File: config.mk
export PLATFORM = sky130hd
export DESIGN_NAME = uart_autobaud
export DESIGN_NICKNAME = d
export VERILOG_FILES = /design/src/rtl/uart_autobaud.sv
export SDC_FILE = /design/constraint.sdc
export NUM_CORES = 1
export LEC_CHECK = 0
export ABC_AREA = 0
export ABC_CLOCK_PERIOD_IN_PS = 16900
export BUFFER_PORTS_ARGS = -buffer_cell sky130_fd_sc_hd__buf_2
export CAP_MARGIN = 20
export CELL_PAD_IN_SITES_DETAIL_PLACEMENT = 0
export CELL_PAD_IN_SITES_GLOBAL_PLACEMENT = 1
export CORE_MARGIN = 4
export CORE_UTILIZATION = 53
export DETAILED_ROUTE_END_ITERATION = 8
export PLACE_DENSITY_LB_ADDON = 0.1
export REMOVE_ABC_BUFFERS = 1
export SYNTH_ARGS = -nofsm -noshare
export SYNTH_HDL_FRONTEND = slang
export SYNTH_SLANG_ARGS = --single-unit
File: constraint.sdc
create_clock -name clk -period 16.9 [get_ports clk]
set_input_delay 5.07 -clock clk [delete_from_list [all_inputs] [get_ports clk]]
set_output_delay 5.07 -clock clk [all_outputs]
set_load 0.01 [all_outputs]
File: src/rtl/uart_autobaud.sv
`timescale 1ns/1ps
// -----------------------------------------------------------------------------
// uart_autobaud
//
// Measures the bit period of an incoming 0x55 sync character (8N1, LSB first)
// and produces the divisor for the baud tick generator. The generator counts
// 0..count_max, so count_max is the bit period in clk cycles minus 1.
//
// The five falling edges of 0x55 are two bit periods apart. The first interval
// is the reference; the others must fall within 25 % of it. The edge-1 to
// edge-5 distance (eight bit periods) is rounded to one bit period. The low
// bit 7 must then end with a rising edge before the result is committed.
//
// Ports
//   clk        system clock
//   reset_n    asynchronous active-low reset
//   rx         asynchronous serial line, idle high
//   enable     level: 1 arms detection, 0 aborts and parks in IDLE
//   count_max  measured bit period - 1, held between detections
//   locked     1 once any detection has succeeded since reset
//   busy       1 in any state other than IDLE
//   done       one-cycle pulse on a successful detection
//   error      one-cycle pulse on a rejected frame
// -----------------------------------------------------------------------------
module uart_autobaud #(
    parameter int CNT_W             = 24,
    parameter int MIN_BIT           = 8,
    parameter int IDLE_CYC          = 16,
    parameter int DEFAULT_COUNT_MAX = 5207
) (
    input  logic             clk,
    input  logic             reset_n,
    input  logic             rx,
    input  logic             enable,
    output logic [CNT_W-4:0] count_max,
    output logic             locked,
    output logic             busy,
    output logic             done,
    output logic             error
);

    localparam int EST_W  = CNT_W - 3;
    localparam int IDLE_W = $clog2(IDLE_CYC + 1);

    typedef enum logic [2:0] {
        S_IDLE,
        S_WAIT_IDLE,
        S_WAIT_START,
        S_MEASURE,
        S_WAIT_STOP
    } state_t;

    // rx synchroniser and edge detector
    logic rx_meta_q, rx_s_q, rx_prev_q;
    logic fall, rise;

    // FSM state and datapath
    state_t            state_q;
    logic [IDLE_W-1:0] idle_cnt_q;
    logic [CNT_W-1:0]  total_q;
    logic [CNT_W-1:0]  seg_q;
    logic [CNT_W-1:0]  ref_q;
    logic [2:0]        fe_cnt_q;
    logic [EST_W-1:0]  bit_est_q;
    logic              arm_q;
    logic [EST_W-1:0]  count_max_q;
    logic              locked_q, busy_q, done_q, error_q;

    // Combinational helpers
    logic [CNT_W-1:0] seg_inc, total_inc, seg_diff;
    logic [CNT_W:0]   seg_limit, est_sum, est_shift;
    logic [EST_W:0]   stop_limit;
    logic [EST_W-1:0] bit_est_new;
    logic             in_tol, seg_late, stop_late, total_ovf;

    always_ff @(posedge clk or negedge reset_n) begin
        if (!reset_n) begin
            rx_meta_q <= 1'b1;
            rx_s_q    <= 1'b1;
            rx_prev_q <= 1'b1;
        end else begin
            rx_meta_q <= rx;
            rx_s_q    <= rx_meta_q;
            rx_prev_q <= rx_s_q;
        end
    end

    assign fall = rx_prev_q & ~rx_s_q;
    assign rise = ~rx_prev_q & rx_s_q;

    // Counter values including the current cycle, so an interval taken at an
    // edge equals the true cycle distance between the two edges.
    assign seg_inc   = seg_q + CNT_W'(1);
    assign total_inc = total_q + CNT_W'(1);
    assign total_ovf = (total_inc == '1);

    assign seg_diff  = (seg_inc >= ref_q) ? (seg_inc - ref_q) : (ref_q - seg_inc);
    assign in_tol    = (seg_diff <= (ref_q >> 2));
    assign seg_limit = {1'b0, ref_q} + {2'b00, ref_q[CNT_W-1:1]};
    assign seg_late  = ({1'b0, seg_inc} > seg_limit);

    // Round eight bit periods to one; saturate rather than wrap near overflow.
    assign est_sum     = {1'b0, total_inc} + (CNT_W+1)'(4);
    assign est_shift   = est_sum >> 3;
    assign bit_est_new = (|est_shift[CNT_W:EST_W]) ? '1 : est_shift[EST_W-1:0];

    assign stop_limit = {1'b0, bit_est_q} + {2'b00, bit_est_q[EST_W-1:1]};
    assign stop_late  = (seg_inc > {2'b00, stop_limit});

    // NOTE: every register here is written with <= so all updates in a cycle
    // see the same pre-edge values regardless of statement order.
    always_ff @(posedge clk or negedge reset_n) begin
        if (!reset_n) begin
            state_q     <= S_IDLE;
            idle_cnt_q  <= '0;
            total_q     <= '0;
            seg_q       <= '0;
            ref_q       <= '0;
            fe_cnt_q    <= '0;
            bit_est_q   <= '0;
            arm_q       <= 1'b1;
            count_max_q <= EST_W'(DEFAULT_COUNT_MAX);
            locked_q    <= 1'b0;
            busy_q      <= 1'b0;
            done_q      <= 1'b0;
            error_q     <= 1'b0;
        end else begin
            done_q  <= 1'b0;
            error_q <= 1'b0;

            // A completed detection is re-armed only by a low enable, so a
            // permanently high enable yields exactly one measurement.
            if (!enable) begin
                arm_q <= 1'b1;
            end

            if (!enable) begin
                state_q <= S_IDLE;
                busy_q  <= 1'b0;
            end else begin
                case (state_q)
                    S_IDLE: begin
                        if (arm_q) begin
                            state_q    <= S_WAIT_IDLE;
                            busy_q     <= 1'b1;
                            idle_cnt_q <= '0;
                        end
                    end

                    S_WAIT_IDLE: begin
                        if (!rx_s_q) begin
                            idle_cnt_q <= '0;
                        end else if (idle_cnt_q == IDLE_W'(IDLE_CYC - 1)) begin
                            state_q <= S_WAIT_START;
                        end else begin
                            idle_cnt_q <= idle_cnt_q + IDLE_W'(1);
                        end
                    end

                    S_WAIT_START: begin
                        if (fall) begin
                            total_q  <= '0;
                            seg_q    <= '0;
                            fe_cnt_q <= 3'd1;
                            state_q  <= S_MEASURE;
                        end
                    end

                    S_MEASURE: begin
                        total_q <= total_inc;
                        seg_q   <= seg_inc;
                        if (total_ovf) begin
                            error_q    <= 1'b1;
                            state_q    <= S_WAIT_IDLE;
                            idle_cnt_q <= '0;
                        end else if (fall) begin
                            if (fe_cnt_q == 3'd1) begin
                                if (seg_inc < CNT_W'(2 * MIN_BIT)) begin
                                    error_q    <= 1'b1;
                                    state_q    <= S_WAIT_IDLE;
                                    idle_cnt_q <= '0;
                                end else begin
                                    ref_q    <= seg_inc;
                                    seg_q    <= '0;
                                    fe_cnt_q <= 3'd2;
                                end
                            end else if (!in_tol) begin
                                error_q    <= 1'b1;
                                state_q    <= S_WAIT_IDLE;
                                idle_cnt_q <= '0;
                            end else if (fe_cnt_q == 3'd4) begin
                                // Fifth falling edge: total spans eight bits.
                                bit_est_q <= bit_est_new;
                                seg_q     <= '0;
                                state_q   <= S_WAIT_STOP;
                            end else begin
                                seg_q    <= '0;
                                fe_cnt_q <= fe_cnt_q + 3'd1;
                            end
                        end else if (fe_cnt_q == 3'd1 && rise && seg_inc < CNT_W'(MIN_BIT)) begin
                            // Start bit shorter than MIN_BIT: a glitch, not a frame.
                            error_q    <= 1'b1;
                            state_q    <= S_WAIT_IDLE;
                            idle_cnt_q <= '0;
                        end else if (fe_cnt_q != 3'd1 && seg_late) begin
                            error_q    <= 1'b1;
                            state_q    <= S_WAIT_IDLE;
                            idle_cnt_q <= '0;
                        end
                    end

                    S_WAIT_STOP: begin
                        seg_q <= seg_inc;
                        if (rise) begin
                            count_max_q <= bit_est_q - EST_W'(1);
                            locked_q    <= 1'b1;
                            done_q      <= 1'b1;
                            arm_q       <= 1'b0;
                            state_q     <= S_IDLE;
                            busy_q      <= 1'b0;
                        end else if (stop_late) begin
                            error_q    <= 1'b1;
                            state_q    <= S_WAIT_IDLE;
                            idle_cnt_q <= '0;
                        end
                    end

                    default: begin
                        state_q <= S_IDLE;
                        busy_q  <= 1'b0;
                    end
                endcase
            end
        end
    end

    assign count_max = count_max_q;
    assign locked    = locked_q;
    assign busy      = busy_q;
    assign done      = done_q;
    assign error     = error_q;

endmodule

; Word-level counts from Yosys, hierarchy flattened
; Index checks and enable logic that the tools add are counted.
[word_totals]
regBits = 133
inputBits = 4
[op_classes]
n_bitwise = 7
eq_ne = 32
order_cmp = 6
addsub = 10
mux = 69
reduce_logical = 17
[ops]
columns = operator, count
row1 = 24-bit two-way mux, 7
row2 = 24-bit case mux with 3 select lines, 1
row3 = 3-bit two-way mux, 22
row4 = 5-bit two-way mux, 12
row5 = "24-bit by 1-bit adder with 24-bit output, second input constant", 2
row6 = 24-bit case mux with 2 select lines, 1
row7 = 24-bit subtractor, 2
row8 = "3-bit != test, second input constant", 9
row9 = 24-bit by 23-bit adder with 25-bit output, 1
row10 = "24-bit by 3-bit adder with 25-bit output, second input constant", 1
row11 = 24-bit by 25-bit greater-than comparator with 1-bit output, 1
row12 = "24-bit == test, second input constant", 1
row13 = 24-bit greater-or-equal comparator, 1
row14 = 24-bit by 22-bit greater-than comparator with 1-bit output, 1
row15 = 24-bit by 22-bit <= comparator with 1-bit output, 1
row16 = "24-bit by 4-bit < comparator with 1-bit output, second input constant", 1
row17 = "24-bit by 5-bit < comparator with 1-bit output, second input constant", 1
row18 = 21-bit by 20-bit adder with 22-bit output, 1
row19 = 21-bit two-way mux, 1
row20 = "21-bit by 1-bit subtractor with 21-bit output, second input constant", 1
row21 = 1-bit two-way mux, 20
row22 = 5-bit case mux with 4 select lines, 1
row23 = 8-bit AND reduction, 2
row24 = "5-bit != test, second input constant", 3
row25 = other kinds (27), 47

; Depth between registers and ports, before layout
; Gate-level depths: netlist (run 1).
[depth]
ltp_word = 10
depth_mapped = 35
depth_no_buf = 29

; Worst setup path after synthesis (run 1)
; Ideal clock, no wire load.
[synth_path]
kind = register to register
start = register seg_q[0]
end = register bit_est_q[20]
setup_slack_ps = 9765
required_time_ps = 16775
arrival_time_ps = 7010
stages_incl_launch_ff = 30
period_less_slack_ps = 7135
cell_sequence = dfrtp_1 -> ha_1 -> nand4_1 -> nor3_1 -> and3_1 -> xnor2_1 -> inv_1 -> ha_1 -> buf_2 -> nand3_1 -> a2111oi_0 -> a21oi_1 -> o21ai_1 -> buf_2 -> buf_2 -> buf_1 -> buf_2 -> mux2i_1 -> xnor2_1 -> ha_1 -> a21o_1 -> a21o_1 -> a21oi_1 -> nor4_1 -> nor3_1 -> a221oi_1 -> or4b_1 -> buf_2 -> nor4_4 -> mux2_2
[synth_via]
elab_chain_len = 5
elab_cells_between_ends = 7
classes_between = 3 x add/sub / 2 x order compare / 1 x mux / 1 x reduce/logical
[synth_rtl]
columns = item, line
row1 = start: declaration, 61  ; logic [CNT_W-1:0] seg_q;
row2 = start signal: assignment, 171  ; seg_q <= seg_inc;
row3 = start signal: assignment, 213  ; seg_q <= seg_inc;
row4 = 24-bit by 1-bit adder with 24-bit output (*), 93  ; assign seg_inc = seg_q + CNT_W'(1);
row5 = named net seg_inc[12], 70  ; logic [CNT_W-1:0] seg_inc, total_inc, seg_diff;
row6 = 24-bit subtractor or 24-bit greater-or-equal comparator (tied branches), 97  ; assign seg_diff = (seg_inc >= ref_q) ? (seg_inc - ref_q) : (ref_q - seg_inc);
row7 = 24-bit two-way mux (*), 97
row8 = 24-bit by 22-bit <= comparator with 1-bit output (*), 98  ; assign in_tol = (seg_diff <= (ref_q >> 2));
row9 = 7-bit AND reduction (no source line) (*), -
row10 = end signal: assignment, 193  ; bit_est_q <= bit_est_new;
row11 = end: declaration, 64  ; logic [EST_W-1:0] bit_est_q;
; Mark *: on every way through the listed nets, which the timed path passes. The rest lies on a longest branch.
; A chain may end at the register's enable or synchronous reset.

; Worst setup path after layout (run 1)
; Same ends and word-level chain as after synthesis.

==> results.sh, run 1 <==
export IMPL_status="complete, no violations"
export IMPL_p_clk_frac=0.167
export IMPL_syn_instance_count=1724
export IMPL_antenna_found_initial=0
export IMPL_hp_class="reg2reg"
export IMPL_r2r_slack_ns=7.41
export IMPL_ir_drop_uv=124
export IMPL_hold_viol_final=0
export IMPL_num_rows=59
export IMPL_hold_depth=0
export IMPL_cts_tree="yes"
export IMPL_cts_root_buf="clkbuf_16"
export IMPL_final_common_cell="ha_1"
export IMPL_place_area_um2=14200
export IMPL_cp_required_ns=17.21
export IMPL_pwr_share_comb=0.658
export IMPL_setup_violations=0
export IMPL_antenna_left=0
export IMPL_grt_util_all_layers=0.271
export IMPL_gp_congestion=0.942
export IMPL_grt_first_pass_wirelength_um=63500
export IMPL_fmax_ghz=0.105
export IMPL_globalRouteMet2Util=0.414
export IMPL_final_area_um2=14800
export IMPL_hpwl_um=30300
export IMPL_worstSkewPairLatency_ns=0.43
export IMPL_drt_pre_antenna_iters=5
export IMPL_r2r_cells=28
export IMPL_maxSlewHeadroom=0.331
export IMPL_diodes=0
export IMPL_fin_ws_ns=7.41
export IMPL_period_share=0.561
export IMPL_hold_buffers=0
export IMPL_vias=12262
export IMPL_r2r_start="seg_q[0]$_DFFE_PN0P_"
export IMPL_post_cts_buffers=0
export IMPL_cts_clk_slew_worst_paths_ns=0.07
export IMPL_nFillCells=2459
export IMPL_drc=0
export IMPL_yosys_cell_types_count=87
export IMPL_p_sw_frac=0.484
export IMPL_top_usage_layer="met2"
export IMPL_tns_ns=0
export IMPL_die_area_um2=29000
export IMPL_htree_levels=4
export IMPL_p_seq_frac=0.174
export IMPL_via_per_inst=5.99
export IMPL_critPathKind="reg2reg"
export IMPL_rsz0062_at_grt="no"
export IMPL_drt_iter0_drc=1034
export IMPL_arrival_ns=9.80
export IMPL_cpPeakStageDelay_ns=0.80
export IMPL_cellLeakagePower_uw=0.00692
export IMPL_worstSetupStartpointType="flip-flop"
export IMPL_routedWlPerCell_um=19.1
export IMPL_netlist_area_um2=14000
export IMPL_numCtsBuffers=17
export IMPL_switchingPower_uw=1110
export IMPL_cts_resized=0
export IMPL_layout_common_cells="ha_1, nor2_1, nand2_1, a21oi_1, dfrtp_1"
export IMPL_die_h_um=170
export IMPL_io_buffers=28
export IMPL_avgSynthCellArea_um2=8.10
export IMPL_finalCriticalPeriod_ns=9.49
export IMPL_holdPathEnd="rx_s_q$_DFF_PN1_"
export IMPL_finalMaxSlewViolations=0
export IMPL_initial_core_util=0.537
export IMPL_synth_edf_count=0
export IMPL_critPathCaptureType="flip-flop"
export IMPL_wl_um=39000
export IMPL_io_pins=29
export IMPL_ys_warn_count=0
export IMPL_ys_flop_type="dfrtp_1"
export IMPL_grt_pass1_vias=11697
export IMPL_clkSinkCount=133
export IMPL_p_per_area_nw_per_um2=155
export IMPL_clock_path_buffers=2
export IMPL_p_int_uw=1180
export IMPL_drv_cap=0
export IMPL_synth_seq_cells=133
export IMPL_drive_gt1_frac=0.0706
export IMPL_pre_cts_slack_ns=7.69
export IMPL_fin_skew_ns=0.0159
export IMPL_core_area_um2=26000
export IMPL_worstMarginPinSlew_ns=1.00
export IMPL_syn2layout_area_growth_pct=6.19
export IMPL_grt_max_degree=70
export IMPL_grt_ovfl_total=0
export IMPL_ys_seq_area_frac=0.239
export IMPL_met1_usage=0.398
export IMPL_reg2reg_to="bit_est_q[20]$_DFFE_PN0P_"
export IMPL_async_flop_share=1.00
export IMPL_die_w_um=170
export IMPL_critPathMaxFanout=41
export IMPL_finalNetCount=1898
export IMPL_crit_slowest_cell="or4b_1"
export IMPL_global_route_usage_met3=0.0448
export IMPL_min_from="rx_meta_q$_DFF_PN1_"
-- state kept, by name, summed over array words and instances (netlist names) --
| name | count |
|---|---|
| arm_q | 1 |
| error | 1 |
| seg_q | 24 |
| locked | 1 |
| busy | 1 |
| rx_meta_q | 1 |
| done | 1 |
| count_max | 21 |
| state_q | 3 |
| ref_q | 24 |
| rx_prev_q | 1 |
| fe_cnt_q | 3 |
| idle_cnt_q | 5 |
| rx_s_q | 1 |
| bit_est_q | 21 |
| total_q | 24 |
-- logic make-up after synthesis --
| family | count (synthesis) | share of synthesized area |
|---|---|---|
| compound gates | 474 | 0.216 |
| flops | 133 | 0.239 |
| buf+inv | 185 | 0.0548 |
| fa+ha+maj | 194 | 0.176 |
| mux | 29 | 0.0217 |
| simple gates | 554 | 0.195 |
| xor+xnor | 155 | 0.0972 |
-- per-layer routing --
| metal | up-vias | part of all wire |
|---|---|---|
| met5 | - | 0 |
| met3 | 49 | 0.050 |
| li1 | 6091 | - |
| met1 | 5838 | 0.49 |
| met4 | 0 | 0.023 |
| met2 | 284 | 0.44 |
-- worst max-delay path by stage --
stage / from / end / slack, ns / cells after the start
6_report: seg_q[0]$_DFFE_PN0P_ / bit_est_q[20]$_DFFE_PN0P_ / 7.41 / 28
5_1_grt: seg_q[0]$_DFFE_PN0P_ / bit_est_q[20]$_DFFE_PN0P_ / 6.79 / 28
4_1_cts: seg_q[0]$_DFFE_PN0P_ / bit_est_q[20]$_DFFE_PN0P_ / 7.65 / 28
3_5_place_dp: seg_q[0]$_DFFE_PN0P_ / bit_est_q[20]$_DFFE_PN0P_ / 7.69 / 28
3_3_place_gp: seg_q[0]$_DFFE_PN0P_ / bit_est_q[20]$_DFFE_PN0P_ / 8.01 / 28
2_1_floorplan: seg_q[0]$_DFFE_PN0P_ / bit_est_q[20]$_DFFE_PN0P_ / 7.40 / 26
-- worst max-delay path: cells and delay by family (launching register included) --
family	cells	cell delay, ns
buffers and inverters	3	1.10
multiplexers	2	0.60
flip-flops	1	0.52
AND/OR/NAND/NOR	9	2.90
AO/OA/AOI/OAI	9	2.57
adder cells (fa/ha/maj)	3	1.14
XOR/XNOR	2	0.53
-- power groups by stage --
stage          Sequential, µW  Combinational [µW]  Clock, µW
3_3_place_gp              404                1470          0
3_5_place_dp              406                1470          0
6_report                  401                1510        385
5_1_grt                   407                1680        402
4_1_cts                   400                1480        390
2_1_floorplan             390                1100          0
-- area by class of cell --
| type | count | area (µm²) | share of cell area |
|---|---|---|---|
| clock buffers | 19 | 453 | 0.0306 |
| repair buffers | 35 | 199 | 0.0134 |
| clock inverters | 13 | 139 | 0.00937 |
| multi-input cells | 1406 | 9870 | 0.666 |
| flip-flops and latches | 133 | 3340 | 0.225 |
| inverters | 107 | 402 | 0.0271 |
| well taps | 335 | 419 | 0.0283 |
-- stage by stage --
step / util / hold WS, ns / instances / power [µW]
global route: 0.571 / 0.364 / 2048 / 2490
floorplan: - / 0.345 / 1646 / 1490
finish: 0.571 / 0.358 / 2048 / 2300
global placement: 0.547 / 0.350 / 2015 / 1880
CTS: 0.570 / 0.359 / 2047 / 2270
detailed placement: 0.547 / 0.347 / 2015 / 1880
-- cell usage after synthesis (9+ instances only) --
| cell type | count | share of area |
|---|---|---|
| a31oi_1 | 13 | 0.0058 |
| nand2_1 | 148 | 0.040 |
| and3_1 | 12 | 0.0054 |
| o21ai_0 | 113 | 0.041 |
| nor3_1 | 26 | 0.0093 |
| o21a_1 | 17 | 0.0091 |
| dfrtp_1 | 122 | 0.22 |
| nor2_1 | 158 | 0.042 |
| a21o_1 | 59 | 0.032 |
| or3_1 | 13 | 0.0058 |
| clkbuf_1 | 37 | 0.0099 |
| nor2b_1 | 25 | 0.011 |
| buf_2 | 23 | 0.0082 |
| mux2_2 | 10 | 0.0081 |
| o21bai_1 | 14 | 0.0075 |
| nand2b_1 | 20 | 0.0090 |
| inv_1 | 107 | 0.029 |
| mux2i_1 | 19 | 0.014 |
| and2_1 | 11 | 0.0049 |
| xnor2_1 | 97 | 0.061 |
| nor4_1 | 15 | 0.0067 |
| o31ai_1 | 13 | 0.0070 |
| a21oi_1 | 143 | 0.051 |
| nand4_1 | 41 | 0.018 |
| nand3_1 | 47 | 0.017 |
| dfstp_2 | 11 | 0.021 |
| a211oi_1 | 9 | 0.0048 |
| a21oi_2 | 9 | 0.0056 |
| ha_1 | 190 | 0.17 |
| xor2_1 | 58 | 0.036 |
No activity file was read; power rests on OpenSTA's default activity.
==> inputs of run 2 (changes only) <==
--- a/config.mk
+++ b/config.mk
@@ -5,14 +5,14 @@
 export SDC_FILE = /design/constraint.sdc
 export NUM_CORES = 1
 export LEC_CHECK = 0
-export ABC_AREA = 0
-export ABC_CLOCK_PERIOD_IN_PS = 16900
+export ABC_AREA = 1
+export ABC_CLOCK_PERIOD_IN_PS = 8600
 export BUFFER_PORTS_ARGS = -buffer_cell sky130_fd_sc_hd__buf_2
 export CAP_MARGIN = 20
 export CELL_PAD_IN_SITES_DETAIL_PLACEMENT = 0
 export CELL_PAD_IN_SITES_GLOBAL_PLACEMENT = 1
 export CORE_MARGIN = 4
-export CORE_UTILIZATION = 53
+export CORE_UTILIZATION = 43
 export DETAILED_ROUTE_END_ITERATION = 8
 export PLACE_DENSITY_LB_ADDON = 0.1
 export REMOVE_ABC_BUFFERS = 1
==> constraint.sdc (replaced) <==
create_clock -name clk -period 8.6 [get_ports clk]
set_input_delay 2.58 -clock clk [delete_from_list [all_inputs] [get_ports clk]]
set_output_delay 2.58 -clock clk [all_outputs]
set_load 0.01 [all_outputs]
==> results.sh, run 2 <==
export IMPL_min_from="rx_meta_q$_DFF_PN1_"
export IMPL_antenna_left=0
export IMPL_num_rows=67
export IMPL_yosys_cell_types_count=63
export IMPL_drt_pre_antenna_iters=6
export IMPL_synth_edf_count=0
export IMPL_yosysMostFrequentCell="nand2_1"
export IMPL_die_w_um=192
export IMPL_grt_ovfl_total=0
export IMPL_yosys_top_cells_area="dfrtp_1, ha_1, nand2_1"
export IMPL_place_area_um2=15100
export IMPL_hold_depth=0
export IMPL_ys_seq_area_frac=0.229
export IMPL_cts_root_buf="clkbuf_16"
export IMPL_cpPeakStageDelay_ns=0.60
export IMPL_final_instance_count_excl_fill=2587
export IMPL_grt_pass1_vias=13398
export IMPL_setup_violations=0
export IMPL_initial_core_util=0.435
export IMPL_final_area_um2=15700
export IMPL_grt_first_pass_wirelength_um=70300
export IMPL_yosysTopAreaCell="dfrtp_1"
export IMPL_vias=13400
export IMPL_hold_ws_ns=0.357
export IMPL_synthTopCellsByCount="nand2_1, inv_1, ha_1"
export IMPL_final_common_cell="nand2_1"
export IMPL_die_h_um=192
export IMPL_reg_largest_list="ref_q x24, seg_q x24, total_q x24"
export IMPL_place_inst=2555
export IMPL_layout_common_cells="nand2_1, inv_1, ha_1, nor2_1, a21oi_1"
export IMPL_gp_congestion=0.874
export IMPL_utilization=0.468
export IMPL_rsz0062_at_grt="no"
export IMPL_netlist_area_um2=14600
export IMPL_diodes=0
export IMPL_nFillCells=3487
export IMPL_crit_top_cell="nand2_1"
export IMPL_drive_gt1_frac=0.0870
export IMPL_synth_top_area_frac=0.209
export IMPL_clkSinkCount=133
export IMPL_htree_levels=4
export IMPL_syn2layout_area_growth_pct=7.64
export IMPL_ys_flop_type="dfrtp_1"
export IMPL_io_buffers=28
export IMPL_worstSkewPairLatency_ns=0.45
export IMPL_r2r_start="seg_q[0]$_DFFE_PN0P_"
export IMPL_finalNetCount=2324
export IMPL_die_area_um2=36900
export IMPL_p_per_area_nw_per_um2=193
export IMPL_worstMarginPinSlew_ns=0.923
export IMPL_antenna_found_initial=0
export IMPL_worstSetupStartpointType="flip-flop"
export IMPL_hold_viol_final=0
export IMPL_ir_drop_uv=130
export IMPL_maxSlewHeadroom=0.385
export IMPL_status="complete, no violations"
export IMPL_hp_class="reg2reg"
export IMPL_r2r_slack_ns=1.99
export IMPL_cts_tree="yes"
export IMPL_hold_buffers=0
export IMPL_io_pins=29
export IMPL_cellLeakagePower_uw=0.00788
export IMPL_synth_seq_cells=133
export IMPL_critPathCaptureType="flip-flop"
export IMPL_numCtsBuffers=17
export IMPL_critPathKind="reg2reg"
export IMPL_arrival_ns=6.95
export IMPL_grt_util_all_layers=0.242
export IMPL_finalMaxSlewViolations=0
export IMPL_drt_iter0_drc=717
export IMPL_crit_slowest_cell="xnor2_1"
export IMPL_drv_cap=0
export IMPL_finalCriticalPeriod_ns=6.61
export IMPL_hpwl_um=35200
export IMPL_holdPathEnd="rx_s_q$_DFF_PN1_"
export IMPL_r2r_cells=34
export IMPL_reg2reg_to="bit_est_q[20]$_DFFE_PN0P_"
export IMPL_async_flop_share=1.00
export IMPL_cts_clk_slew_worst_paths_ns=0.06
export IMPL_routedWlPerCell_um=16.7
export IMPL_critPathMaxFanout=28
export IMPL_ys_warn_count=0
export IMPL_cp_required_ns=8.94
export IMPL_tns_ns=0
export IMPL_core_area_um2=33500
export IMPL_fmax_ghz=0.151
export IMPL_syn_instance_count=2105
export IMPL_post_cts_buffers=0
export IMPL_clock_path_buffers=2
export IMPL_grt_max_degree=69
export IMPL_fin_skew_ns=0.0152
export IMPL_wl_um=43300
export IMPL_period_share=0.769
export IMPL_avgSynthCellArea_um2=6.93
export IMPL_via_per_inst=5.18
export IMPL_drc=0
export IMPL_cts_resized=0
-- run 2: worst max path at each step --
stage | to | from | slack [ns] | depth (start not counted)
floorplan | bit_est_q[20]$_DFFE_PN0P_ | seg_q[0]$_DFFE_PN0P_ | 3.44 | 35
global placement | bit_est_q[20]$_DFFE_PN0P_ | seg_q[0]$_DFFE_PN0P_ | 2.23 | 35
detailed placement | bit_est_q[20]$_DFFE_PN0P_ | seg_q[0]$_DFFE_PN0P_ | 2.04 | 34
CTS | bit_est_q[20]$_DFFE_PN0P_ | seg_q[0]$_DFFE_PN0P_ | 2.02 | 34
global route | bit_est_q[10]$_DFFE_PN0P_ | seg_q[0]$_DFFE_PN0P_ | 1.20 | 34
finish | bit_est_q[20]$_DFFE_PN0P_ | seg_q[0]$_DFFE_PN0P_ | 1.99 | 34
-- run 2: layout make-up --
cell class	instances	area, µm²	share of cell area
Multi-Input combinational cell	1637	9900	0.631
Inverter	304	1140	0.0727
Clock buffer	22	464	0.0296
Timing Repair Buffer	33	184	0.0117
Sequential cell	133	3340	0.213
Tap cell	448	561	0.0357
Clock inverter	10	105	0.00670
-- run 2: cells by family after synthesis --
family | Yosys count | synth area share
compound gates | 356 | 0.140
simple gates | 980 | 0.305
xor+xnor | 105 | 0.0636
mux | 2 | 0.00137
flops | 133 | 0.229
buf+inv | 335 | 0.0926
fa+ha+maj | 194 | 0.169
-- run 2: report_power, final --
group / switching (µW) / total, µW / internal [µW]
Sequential: 89.6 / 790 / 701
Clock: 304 / 743 / 439
Combinational: 1010 / 1500 / 491
Total: 1400 / 3030 / 1630
-- run 2: per-layer routing --
metal / global-route usage / part of all wire / vias to the layer above
met5: 0 / 0 / -
met4: 0.0891 / 0.034 / 0
met3: 0.0285 / 0.027 / 57
met2: 0.402 / 0.46 / 240
met1: 0.324 / 0.48 / 6204
li1: - / - / 6899
-- run 2: critical path: cells and delay by family, from the launching register on --
kind                       cells  cell delay [ns]
adders and majority gates      3             1.04
and+or+nand+nor               21             2.54
xor gates and xnor gates       2             0.78
AOI/OAI and AO/OA              5             1.10
buffers and inverters          3             0.52
DFF                            1             0.51
-- run 2: per-stage QoR --
step                worst slack [ns]  total power [µW]
global route                    1.20              3290
global placement                2.23              2290
detailed placement              2.04              2290
CTS                             2.02              3060
finish                          1.99              3030
floorplan                       3.44              1840
==> inputs of run 3 (changes only) <==
--- a/config.mk
+++ b/config.mk
@@ -6,13 +6,13 @@
 export NUM_CORES = 1
 export LEC_CHECK = 0
 export ABC_AREA = 1
-export ABC_CLOCK_PERIOD_IN_PS = 8600
+export ABC_CLOCK_PERIOD_IN_PS = 6600
 export BUFFER_PORTS_ARGS = -buffer_cell sky130_fd_sc_hd__buf_2
 export CAP_MARGIN = 20
 export CELL_PAD_IN_SITES_DETAIL_PLACEMENT = 0
 export CELL_PAD_IN_SITES_GLOBAL_PLACEMENT = 1
 export CORE_MARGIN = 4
-export CORE_UTILIZATION = 43
+export CORE_UTILIZATION = 48
 export DETAILED_ROUTE_END_ITERATION = 8
 export PLACE_DENSITY_LB_ADDON = 0.1
 export REMOVE_ABC_BUFFERS = 1
==> constraint.sdc (replaced) <==
create_clock -name clk -period 6.6 [get_ports clk]
set_input_delay 1.98 -clock clk [delete_from_list [all_inputs] [get_ports clk]]
set_output_delay 1.98 -clock clk [all_outputs]
set_load 0.01 [all_outputs]
==> results.sh, run 3 (synthesis results as in run 2) <==
export IMPL_cts_clk_slew_worst_paths_ns=0.07
export IMPL_grt_pass1_vias=13272
export IMPL_grt_util_all_layers=0.256
export IMPL_critPathKind="reg2reg"
export IMPL_cp_startpoint="seg_q[0]$_DFFE_PN0P_"
export IMPL_core_area_um2=29800
export IMPL_r2r_slack_ns=0.58
export IMPL_wl_um=42700
export IMPL_status="complete, no violations"
export IMPL_r2r_start="seg_q[0]$_DFFE_PN0P_"
export IMPL_io_pins=29
export IMPL_final_instance_count_excl_fill=2545
export IMPL_total_power_uw=3980
export IMPL_worstMarginPinSlew_ns=0.855
export IMPL_num_rows=63
export IMPL_cts_root_buf="clkbuf_16"
export IMPL_io_buffers=28
export IMPL_clock_path_buffers=2
export IMPL_grt_max_degree=64
export IMPL_cts_tree="yes"
export IMPL_initial_core_util=0.489
export IMPL_hold_viol_final=0
export IMPL_critPathCaptureType="flip-flop"
export IMPL_fin_skew_ns=0.0120
export IMPL_tns_ns=0
export IMPL_die_w_um=182
export IMPL_crit_top_cell="nand2_1"
export IMPL_finalCriticalPeriod_ns=6.02
export IMPL_antenna_left=0
export IMPL_syn2layout_area_growth_pct=8.23
export IMPL_htree_levels=4
export IMPL_maxSlewHeadroom=0.430
export IMPL_setup_violations=0
export IMPL_layout_common_cells="nand2_1, inv_1, ha_1, nor2_1, a21oi_1"
export IMPL_fmax_ghz=0.166
export IMPL_die_h_um=182
export IMPL_p_per_area_nw_per_um2=252
export IMPL_die_area_um2=33200
export IMPL_ff_latch_area_um2=3340
export IMPL_cpPeakStageDelay_ns=0.47
export IMPL_critPathMaxFanout=22
export IMPL_diodes=0
export IMPL_grt_ovfl_total=0
export IMPL_hpwl_um=34600
export IMPL_vias=13536
export IMPL_rsz0062_at_grt="no"
export IMPL_nFillCells=3071
export IMPL_gp_congestion=0.942
export IMPL_numCtsBuffers=17
export IMPL_ir_drop_uv=175
export IMPL_hp_class="reg2reg"
export IMPL_arrival_ns=6.33
export IMPL_setup_worst_path_end="bit_est_q[12]$_DFFE_PN0P_"
export IMPL_post_cts_buffers=0
export IMPL_cellLeakagePower_uw=0.00797
export IMPL_worstSkewPairLatency_ns=0.44
export IMPL_via_per_inst=5.32
export IMPL_drive_gt1_frac=0.0961
export IMPL_grt_first_pass_wirelength_um=68600
export IMPL_pre_cts_slack_ns=0.239
export IMPL_reg_largest_list="ref_q x24, seg_q x24, total_q x24"
export IMPL_fin_ws_ns=0.582
export IMPL_clkSinkCount=133
export IMPL_drt_iter0_drc=823
export IMPL_cp_required_ns=6.91
export IMPL_finalNetCount=2340
export IMPL_drc=0
export IMPL_reg2reg_to="bit_est_q[12]$_DFFE_PN0P_"
export IMPL_finalMaxSlewViolations=0
export IMPL_crit_slowest_cell="ha_1"
export IMPL_routedWlPerCell_um=16.8
export IMPL_r2r_cells=39
export IMPL_hold_ws_ns=0.350
export IMPL_antenna_found_initial=0
export IMPL_place_inst=2511
export IMPL_drv_cap=0
export IMPL_worstSetupStartpointType="flip-flop"
export IMPL_multi_input_area_um2=9940
export IMPL_drt_pre_antenna_iters=6
export IMPL_period_share=0.912
export IMPL_final_common_cell="nand2_1"
-- run 3: cell count changes in the layout (fill, tap and decap cells not counted), sizes merged --
cell | previous run | this run
buf | 33 | 47
clkinv | 7 | 5
nand3 | 114 | 116
clkbuf | 22 | 20
clkinvlp | 2 | 4
inv | 303 | 305
-- run 3: worst min path at each step --
stage	cells after the start	slack (ns)	startpoint	end
after detailed placement	0	0.35	rx_meta_q$_DFF_PN1_	rx_s_q$_DFF_PN1_
after global routing	0	0.35	rx_meta_q$_DFF_PN1_	rx_s_q$_DFF_PN1_
final	0	0.35	rx_meta_q$_DFF_PN1_	rx_s_q$_DFF_PN1_
after global placement	0	0.35	rx_meta_q$_DFF_PN1_	rx_s_q$_DFF_PN1_
after floorplan	0	0.35	rx_meta_q$_DFF_PN1_	rx_s_q$_DFF_PN1_
after CTS	0	0.35	rx_meta_q$_DFF_PN1_	rx_s_q$_DFF_PN1_
-- run 3: layer usage --
layer | part of all wire | up-vias | GRT usage | wire (µm)
li1 | - | 6918 | - | -
met1 | 0.47 | 6321 | 0.342 | 20000
met2 | 0.48 | 243 | 0.442 | 20300
met3 | 0.027 | 54 | 0.0257 | 1150
met4 | 0.028 | 0 | 0.0699 | 1180
met5 | 0 | - | 0 | 0
-- run 3: power by group --
part	total, µW	internal (µW)	switching, µW
combinational	1980	655	1320
sequential	1030	913	117
clock	972	567	405
-- run 3: layout make-up --
class / count / share of cell area
Clock buffer: 20 / 0.0283
Clock inverter: 12 / 0.00832
Inverter: 304 / 0.0725
Multi-Input combinational cell: 1639 / 0.630
Sequential cell: 133 / 0.212
Tap cell: 390 / 0.0309
Timing Repair Buffer: 47 / 0.0183
-- run 3: critical path: cells and delay by family (launching register included) --
family	cells	cell delay, ns
buffers and inverters	6	0.83
AO/OA/AOI/OAI	5	0.79
flip-flops	1	0.45
AND/OR/NAND/NOR	24	2.62
adder cells (fa/ha/maj)	3	1.04
XOR/XNOR	1	0.15
-- run 3: metrics by stage --
step / cell area (µm²) / utilization
final: 15800 / 0.530
after floorplan: 14400 / -
after CTS: 15700 / 0.528
after global routing: 15800 / 0.530
after detailed placement: 15200 / 0.509
after global placement: 15200 / 0.509
-- run 3: timing repair --
action	in CTS	in global routing
hold buffers	0	0
setup endpoints to repair	0	57
resized for setup	0	12
